--- config.mk ---
export PLATFORM = sky130hd
export DESIGN_NAME = utopia1_atm_rx
export DESIGN_NICKNAME = d
export VERILOG_FILES = /design/src/rtl/utopia1_atm_rx.sv
export SDC_FILE = /design/constraint.sdc
export NUM_CORES = 1
export LEC_CHECK = 0
export ABC_AREA = 1
export CORE_MARGIN = 3
export CORE_UTILIZATION = 35
export CTS_BUF_LIST = sky130_fd_sc_hd__clkbuf_8
export CTS_CLUSTER_SIZE = 16
export DETAILED_ROUTE_END_ITERATION = 10
export PLACE_DENSITY = 0.72
export SLEW_MARGIN = 30
export SYNTH_ARGS = -nofsm -noshare
export SYNTH_HDL_FRONTEND = slang
export SYNTH_SLANG_ARGS = --single-unit
--- constraint.sdc ---
create_clock -name clk -period 5.22 [get_ports clk]
set_input_delay 1.566 -clock clk [delete_from_list [all_inputs] [get_ports clk]]
set_output_delay 1.566 -clock clk [all_outputs]
set_load 0.02 [all_outputs]
--- src/rtl/utopia1_atm_rx.sv ---
// UTOPIA level-1 ATM cell receiver.
// Reassembles 53-byte cells from a soc/data/en byte stream into NNI header
// fields plus a 48-byte payload, checks the HEC (CRC-8 + coset), and offers
// the cell downstream with an rxreq/rxack handshake. A single-cell holding
// buffer back-pressures the transmitter through clav.
//
// Ports:
//   clk, rst        clock, synchronous active-high reset
//   soc, data, en   start of cell, cell byte, byte-valid strobe (inputs)
//   clav            cell space available (registered)
//   rxreq, rxack    cell-held request / consumer acknowledge
//   nni_VPI/VCI/CLP/PT/HEC, nni_Payload   received cell fields
//   hec_err         HEC mismatch for the held cell
//   cell_drop       pulse: partial cell discarded by an early soc
//   overrun         pulse: soc&en arrived while a cell is held
module utopia1_atm_rx #(
  parameter bit         CHECK_HEC = 1'b1,
  parameter logic [7:0] HEC_COSET = 8'h55
) (
  input  logic         clk,
  input  logic         rst,
  input  logic         soc,
  input  logic [7:0]   data,
  input  logic         en,
  output logic         clav,
  output logic         rxreq,
  input  logic         rxack,
  output logic [11:0]  nni_VPI,
  output logic [15:0]  nni_VCI,
  output logic         nni_CLP,
  output logic [2:0]   nni_PT,
  output logic [7:0]   nni_HEC,
  output logic [383:0] nni_Payload,
  output logic         hec_err,
  output logic         cell_drop,
  output logic         overrun
);

  localparam int unsigned IDX_W    = 6;
  localparam int unsigned LAST_IDX = 52;
  localparam int unsigned HEC_IDX  = 4;
  localparam int unsigned PAY_IDX  = 5;

  typedef enum logic [1:0] {IDLE, RECV, HOLD} state_t;

  state_t           state, next_state;
  logic [IDX_W-1:0] idx;
  logic [7:0]       crc;
  logic             start_c, take_c, drop_c, over_c;
  logic [IDX_W-1:0] pay_sel_c;

  // CRC-8 (x^8+x^2+x+1) advanced by one byte, MSB first
  function automatic logic [7:0] crc8_byte(input logic [7:0] c_in, input logic [7:0] d);
    logic [7:0] c;
    c = c_in ^ d;
    for (int i = 0; i < 8; i++) begin
      c = c[7] ? ({c[6:0], 1'b0} ^ 8'h07) : {c[6:0], 1'b0};
    end
    return c;
  endfunction

  // State register
  always_ff @(posedge clk) begin
    if (rst) state <= IDLE;
    else     state <= next_state;
  end

  // Next-state and byte-acceptance decode
  always_comb begin
    next_state = state;
    start_c    = 1'b0;
    take_c     = 1'b0;
    drop_c     = 1'b0;
    over_c     = 1'b0;
    case (state)
      IDLE: begin
        if (en && soc) begin
          start_c    = 1'b1;
          next_state = RECV;
        end
      end
      RECV: begin
        if (en) begin
          if (soc) begin
            // early start of cell restarts reception with this byte as byte 0
            start_c = 1'b1;
            drop_c  = 1'b1;
          end else begin
            take_c = 1'b1;
            if (idx == IDX_W'(LAST_IDX)) next_state = HOLD;
          end
        end
      end
      HOLD: begin
        if (en && soc) over_c = 1'b1;
        if (rxack)     next_state = IDLE;
      end
      default: next_state = IDLE;
    endcase
  end

  assign pay_sel_c = idx - IDX_W'(PAY_IDX);

  // Handshake and status outputs
  always_ff @(posedge clk) begin
    if (rst) begin
      clav      <= 1'b0;
      rxreq     <= 1'b0;
      cell_drop <= 1'b0;
      overrun   <= 1'b0;
    end else begin
      clav      <= (next_state != HOLD);
      rxreq     <= (next_state == HOLD);
      cell_drop <= drop_c;
      overrun   <= over_c;
    end
  end

  // Byte counter, running CRC and field capture
  always_ff @(posedge clk) begin
    if (rst) begin
      idx         <= '0;
      crc         <= '0;
      nni_VPI     <= '0;
      nni_VCI     <= '0;
      nni_CLP     <= 1'b0;
      nni_PT      <= '0;
      nni_HEC     <= '0;
      nni_Payload <= '0;
      hec_err     <= 1'b0;
    end else if (start_c) begin
      idx           <= IDX_W'(1);
      nni_VPI[11:4] <= data;
      crc           <= crc8_byte(8'h00, data);
    end else if (take_c) begin
      idx <= (idx == IDX_W'(LAST_IDX)) ? '0 : idx + IDX_W'(1);
      case (idx)
        IDX_W'(1): begin
          nni_VPI[3:0]   <= data[7:4];
          nni_VCI[15:12] <= data[3:0];
          crc            <= crc8_byte(crc, data);
        end
        IDX_W'(2): begin
          nni_VCI[11:4] <= data;
          crc           <= crc8_byte(crc, data);
        end
        IDX_W'(3): begin
          nni_VCI[3:0] <= data[7:4];
          nni_CLP      <= data[3];
          nni_PT       <= data[2:0];
          crc          <= crc8_byte(crc, data);
        end
        IDX_W'(HEC_IDX): begin
          nni_HEC <= data;
          hec_err <= CHECK_HEC && ((crc ^ HEC_COSET) != data);
        end
        default: begin
          if (idx >= IDX_W'(PAY_IDX)) nni_Payload[{pay_sel_c, 3'b000} +: 8] <= data;
        end
      endcase
    end
  end

endmodule

==> results of run 1 <==
[metrics by stage]
step	util (%)	setup WS, ns	std cells	power (mW)
after floorplan	-	2.01	2679	3.77
after global placement	45.3	0.833	3709	3.93
after detailed placement	45.3	0.745	3709	3.93
after CTS	48.3	0.728	3842	7.14
after global routing	48.3	0.281	3843	7.33
final	48.3	0.781	3843	7.05
[synthesized netlist by cell type (all sizes together)]
master  count
nor2      703
dfxtp     445
or2         3
a211oi      1
nand4      15
ha          7
xor2       11
nand3      91
o21ai     268
nor3b       1
nand3b      5
nand2     504
buf        45
xnor2      11
a31oi       1
a21oi     140
nor3       30
clkbuf     77
inv       314
clkinv      7
[metal layers]
metal | GRT usage, % | up-vias | wire length, um
met5 | 0 | - | 0
met4 | 9.05 | 0 | 2230
met3 | 6.53 | 123 | 5440
met2 | 39.4 | 628 | 31900
met1 | 29.3 | 8277 | 28600
li1 | - | 9138 | -
[sequential cells by signal, summed over array words and instances, names as in the netlist]
| signal | count |
|---|---|
| nni_Payload | 384 |
| nni_VCI | 16 |
| nni_VPI | 12 |
| crc | 8 |
| nni_HEC | 8 |
| idx | 6 |
| nni_PT | 3 |
| state | 2 |
| cell_drop | 1 |
| clav | 1 |
| hec_err | 1 |
| nni_CLP | 1 |
| overrun | 1 |
| rxreq | 1 |
[area by class of cell]
class | instances | area (um2)
repair buffers | 472 | 4690
flip-flops and latches | 445 | 8910
inverters | 321 | 1210
well taps | 680 | 851
clock inverters | 35 | 189
fillers | 5236 | 26700
diodes | 1 | 2.50
clock buffers | 98 | 1350
multi-input cells | 1791 | 7800
[kinds of logic after synthesis]
group,count (synthesis),synth area share (%)
AO/OA/AOI/OAI,410,11.2
buffers and inverters,443,9.47
XOR/XNOR,22,1.05
adder cells (fa/ha/maj),7,0.475
flip-flops,445,48.3
AND/OR/NAND/NOR,1352,29.5
[worst register-to-register path, stage by stage, from the launching register on]
cell and delay, ns:
dfxtp_1 0.31, buf_4 0.26, inv_1 0.15, ha_1 0.54, nand2_1 0.32, inv_1 0.20, nand2_1 0.10, inv_1 0.06
nand2_1 0.04, nand2_1 0.56, nand3_1 0.41, nor2_2 0.70, nand2_1 0.41, nand2_1 0.15, a21oi_1 0.07
[worst max-delay path by stage]
stage / startpoint / to / slack, ns
after global routing: idx[0] / nni_Payload[323] / 0.28
after CTS: idx[0] / nni_Payload[131] / 0.73
after detailed placement: en / nni_Payload[49] / 0.74
final: idx[0] / nni_Payload[326] / 0.78
after floorplan: en / nni_Payload[136] / 2.01
after global placement: en / nni_Payload[267] / 0.83
[power by group through the flow]
stage	combinational (mW)	sequential (mW)	clock (mW)
floorplan	0.271	3.50	0
detailed placement	0.443	3.49	0
global route	0.487	3.41	3.43
finish	0.447	3.42	3.18
global placement	0.443	3.49	0
CTS	0.444	3.42	3.28
==> results.yml, run 1 <==
synth:
  syn_nets: 2699
  ys_seq_elements: 445
  yosysTopAreaCellShare_pct: 48.3
  synth_area_leader_cell: "dfxtp_1"
  yosys-top-cells-area: "dfxtp_1 (48%), nor2_1 (14%), nand2_1 (9.9%)"
  yosysUniqueCellTypes: 34
  syn-instance-count: 2679
  ys_seq_area_share_pct: 48.3
  synth_warnings: 0
  synth_area_mm2: 0.0184
  avgSynthCellArea_um2: 6.88
hold_path:
  worst_hold_path_type: "flip-flop to flip-flop"
  min_delay_path_depth: 2
  worstHoldEndpoint: "nni_Payload[277]"
  min_from: "nni_Payload[277]"
power:
  leakage_nw: 10.9
  power.density_mw_per_mm2: 282
  seq_power_share_pct: 48.5
  switching_share_pct: 25.5
  p_int_mw: 5.25
  combPwrFrac_pct: 6.3
  p_switching_mw: 1.80
  vdd_ir_drop_max_mv: 0.204
  clockPowerShare_pct: 45.2
placed_design:
  postPlaceCellArea_mm2: 0.0234
  place_congestion: 0.883
  hpwl_mm: 48.4
  io_buffers: 441
critical_path:
  cp_max_fo: 25
  cp.arrival_ns: 4.93
  r2r-start: "idx[0]"
  cp_cell_sequence: "buf_4 > inv_1 > ha_1 > nand2_1 > inv_1 > nand2_1 > inv_1 > nand2_1 > nand2_1 > nand3_1 > nor2_2 > nand2_1 > nand2_1 > a21oi_1"
  startpoint_type: "flip-flop"
  worstReg2RegEnd: "nni_Payload[326]"
  cp-end-kind: "flip-flop"
  critPathRequiredTime_ns: 5.72
  path_depth: 14
  path_buf_inv: 4
  path_delay_family: "simple AND/OR/NAND/NOR gates"
  r2r_setup_slack_ns: 0.78
  worst_path_most_repeated_cell: "nand2_1"
  rr_worst_depth: 14
  max_stage_delay_ns: 0.69
  crit_slowest_cell: "nor2_2"
  worstSetupPathType: "flip-flop to flip-flop"
global_routing:
  grt_pass1_vias: 16900
  grt_overflow_total: 0
  grt_first_pass_wirelength_mm: 103
  antenna_found_initial: 1
  track_usage_pct: 23.7
  grt_max_degree: 124
timing:
  fin_crit_ns: 4.44
  setup_tns_ns: 0
  holdWs_ns: 0.464
  finalMaxSlewViolations: 0
  relSlewSlack_pct: 45.1
  fmax_mhz: 225
  setup_viol: 0
  rsz0062_at_grt: "no"
  hold_viol_final: 0
  skew_ns: 0.0463
  worst_slew_pin_slew_ns: 0.821
  min_period_over_period_pct: 85.0
clocking:
  clockBufferDepth: 3
  cts_setup_buffers: 0
  numCtsBuffers: 78
  cts_max_level: 3
  clock-sinks: 445
  cts_resized: 0
  postCtsHoldBufs: 0
  clk_pin_slew_worst_paths_ns: 0.06
  clock-root-buffer: "clkbuf_8"
  cts_tree: "built"
  clk_latency_ns: 0.67
status:
  status: "complete, no violations"
finish:
  final_common_cell: "nor2_1"
  final_area_mm2: 0.0250
  mostFrequentLayoutCells: "nor2_1 (682), nand2_1 (487), dfxtp_1 (445)"
  drive_gt1_share_pct: 6.39
  area_growth_pct: 35.7
  final_nets: 3129
die:
  core.rowCount: 83
  coreArea_mm2: 0.0517
  die_h_um: 235
  die_w_um: 235
  pin_count: 442
  dieArea_mm2: 0.0554
  start_util_pct: 35.6
detailed_routing:
  vias: 18200
  vias_per_cell: 4.73
  drt_iter0_drc: 1368
  drc: 0
  wl_per_cell_um: 17.7
  wirelength_mm: 68.2
  drtAntennaViolNets: 0
  drt_first_pass_iters: 5
run:
  drv_cap: 0
No activity file was read; power rests on OpenSTA's default activity.
==> run 2: changes to the inputs <==
- ABC_AREA: 1 -> not set
==> run 2 against run 1 <==
Compared with the run above: sequential power about the same; critical path type unchanged; fmax grew 8.1%; clock-buffer cell count down 2; die area increased by 1.5%; synthesized cell count is 30% lower; final cell count shrank 21%; highest routed layer is now met5; register-to-register slack gained 0.33 ns; non-clock buffer count is 16 higher; total power increased by 2.8%.
==> results.yml, run 2 <==
finish:
  regArea_mm2: 0.00891
  drive_gt1_share_pct: 9.24
  fillers: 4882
  mostFrequentLayoutCells: "dfxtp_1 (445), clkdlybuf4s50_1 (440), mux2i_1 (365)"
  largest_reg_flops: 384
  multi_input_area_mm2: 0.00927
  area_growth_pct: 36.4
  reg.largest.list: "nni_Payload x384, nni_VCI x16, nni_VPI x12"
  final_nets: 2302
  final_common_cell: "dfxtp_1"
  top_register: "nni_Payload"
hold_path:
  min_delay_path_depth: 2
  worstHoldEndpoint: "nni_VCI[1]"
  worst_hold_path_type: "flip-flop to flip-flop"
  min_from: "nni_VCI[1]"
detailed_routing:
  wirelength_mm: 65.3
  drc: 0
  vias: 15200
  drtAntennaViolNets: 0
  wl_per_cell_um: 21.6
  drt_first_pass_iters: 5
  drt_iter0_drc: 830
  vias_per_cell: 5.01
global_routing:
  grt_overflow_total: 0
  grt_first_pass_wirelength_mm: 96.4
  antenna_found_initial: 4
  grt_max_degree: 168
  grt_pass1_vias: 15200
  track_usage_pct: 22.4
power:
  power.density_mw_per_mm2: 284
  leakage_nw: 8.83
  vdd_ir_drop_max_mv: 0.195
synth:
  synth_edf_count: 0
  synth_area_leader_cell: "dfxtp_1"
  yosysUniqueCellTypes: 64
  synth_area_mm2: 0.0187
  syn-instance-count: 1864
  ys_seq_elements: 445
  yosys-top-cells-area: "dfxtp_1 (48%), mux2i_1 (20%), nand2b_1 (9.1%)"
  synthFlopType: "dfxtp_1"
  ys_seq_area_share_pct: 47.6
  synth_warnings: 0
  synth_common_cells: "dfxtp_1 (445), mux2i_1 (365), nand2b_1 (271)"
  syn_nets: 1884
  yosysTopAreaCellShare_pct: 47.6
  synth.most_common_cell: "dfxtp_1"
  ys_async_sr_fraction_pct: 0
  avgSynthCellArea_um2: 10.0
die:
  start_util_pct: 35.5
  coreArea_mm2: 0.0528
  die_h_um: 237
  die_w_um: 237
  pin_count: 442
  core.rowCount: 84
  dieArea_mm2: 0.0563
critical_path:
  cp_max_fo: 16
  worstReg2RegEnd: "nni_Payload[282]"
  max_stage_delay_ns: 0.90
  startpoint_type: "flip-flop"
  crit_slowest_cell: "or4_1"
  path_buf_inv: 1
  critPathRequiredTime_ns: 5.79
  cp.arrival_ns: 4.67
  rr_worst_depth: 8
  cp_cell_sequence: "inv_1 > ha_1 > and2_1 > o211ai_1 > xnor2_1 > o21ai_2 > or4_1 > mux2i_1"
  cp-end-kind: "flip-flop"
  r2r-start: "idx[0]"
  path_delay_family: "simple AND/OR/NAND/NOR gates"
  r2r_setup_slack_ns: 1.11
  worstSetupPathType: "flip-flop to flip-flop"
timing:
  finalMaxSlewViolations: 0
  worst_slew_pin_slew_ns: 0.986
  setup_tns_ns: 0
  min_period_over_period_pct: 78.7
  setup_viol: 0
  holdWs_ns: 0.455
  skew_ns: 0.0382
  fmax_mhz: 244
  relSlewSlack_pct: 34.2
  rsz0062_at_grt: "no"
  fin_crit_ns: 4.11
  hold_viol_final: 0
placed_design:
  hpwl_mm: 45.9
  io_buffers: 441
  place_congestion: 0.858
clocking:
  clock-sinks: 445
  cts_tree: "built"
  postCtsHoldBufs: 0
  clk_pin_slew_worst_paths_ns: 0.06
  cts_max_level: 3
  cts_setup_buffers: 0
  cts_resized: 0
  clock-root-buffer: "clkbuf_8"
  clk_latency_ns: 0.69
  clockBufferDepth: 3
  numCtsBuffers: 77
status:
  status: "complete, no violations"
run:
  drv_cap: 0
run 2: layer usage:
layer / vias up / routed length [um] / GRT usage (%)
li1: 7146 / - / -
met1: 7417 / 28700 / 28.8
met5: - / 8 / 0
met4: 2 / 2300 / 9.64
met3: 115 / 3780 / 4.70
met2: 502 / 30500 / 36.6
run 2: area by class of cell:
type	instances	share of cell area, %
Antenna cell	3	0.0294
Clock buffer	96	5.18
Clock inverter	39	1.25
Inverter	5	0.0735
Multi-Input combinational cell	1265	36.3
Sequential cell	445	34.9
Tap cell	688	3.37
Timing Repair Buffer	488	18.9
run 2: worst max path at each step:
stage / cells after the start / startpoint / end
after floorplan: 7 / soc / nni_Payload[312]
after global placement: 7 / soc / nni_Payload[199]
after detailed placement: 7 / soc / nni_Payload[224]
after CTS: 8 / idx[0] / nni_Payload[171]
after global routing: 8 / idx[0] / nni_Payload[282]
final: 8 / idx[0] / nni_Payload[282]
run 2: logic make-up (layout without fill, tap and decap cells):
family / after synthesis / in the layout / share of synthesized area [%]
adders and majority gates: 7 / 7 / 0.468
DFF: 445 / 445 / 47.6
muxes: 366 / 366 / 19.6
buffers and inverters: 154 / 628 / 3.44
AOI/OAI and AO/OA: 145 / 145 / 7.06
xor gates and xnor gates: 41 / 41 / 2.08
other: 0 / 3 / 0
and+or+nand+nor: 706 / 706 / 19.8
run 2: report_power, final:
part	internal, mW	switching, mW
Sequential	3.41	0.0150
Combinational	0.142	0.315
Clock	1.87	1.49
Total	5.42	1.82
run 2: worst register-to-register path, stage by stage, from the launching register on:
cell and delay, ns:
dfxtp_1 0.69, inv_1 0.22, ha_1 0.45, and2_1 0.49
o211ai_1 0.31, xnor2_1 0.34, o21ai_2 0.31, or4_1 0.91
mux2i_1 0.29
run 2: per-stage QoR:
step / utilization, % / power, mW / setup WS, ns / cell area, um2 / std cells
2_1_floorplan: - / 3.79 / 1.54 / 18700 / 1864
3_3_place_gp: 45.2 / 3.94 / 0.740 / 23800 / 2890
3_5_place_dp: 45.2 / 3.95 / 0.669 / 23800 / 2890
4_1_cts: 48.3 / 7.33 / 1.01 / 25500 / 3025
5_1_grt: 48.4 / 7.51 / 0.893 / 25500 / 3029
6_report: 48.4 / 7.24 / 1.11 / 25500 / 3029
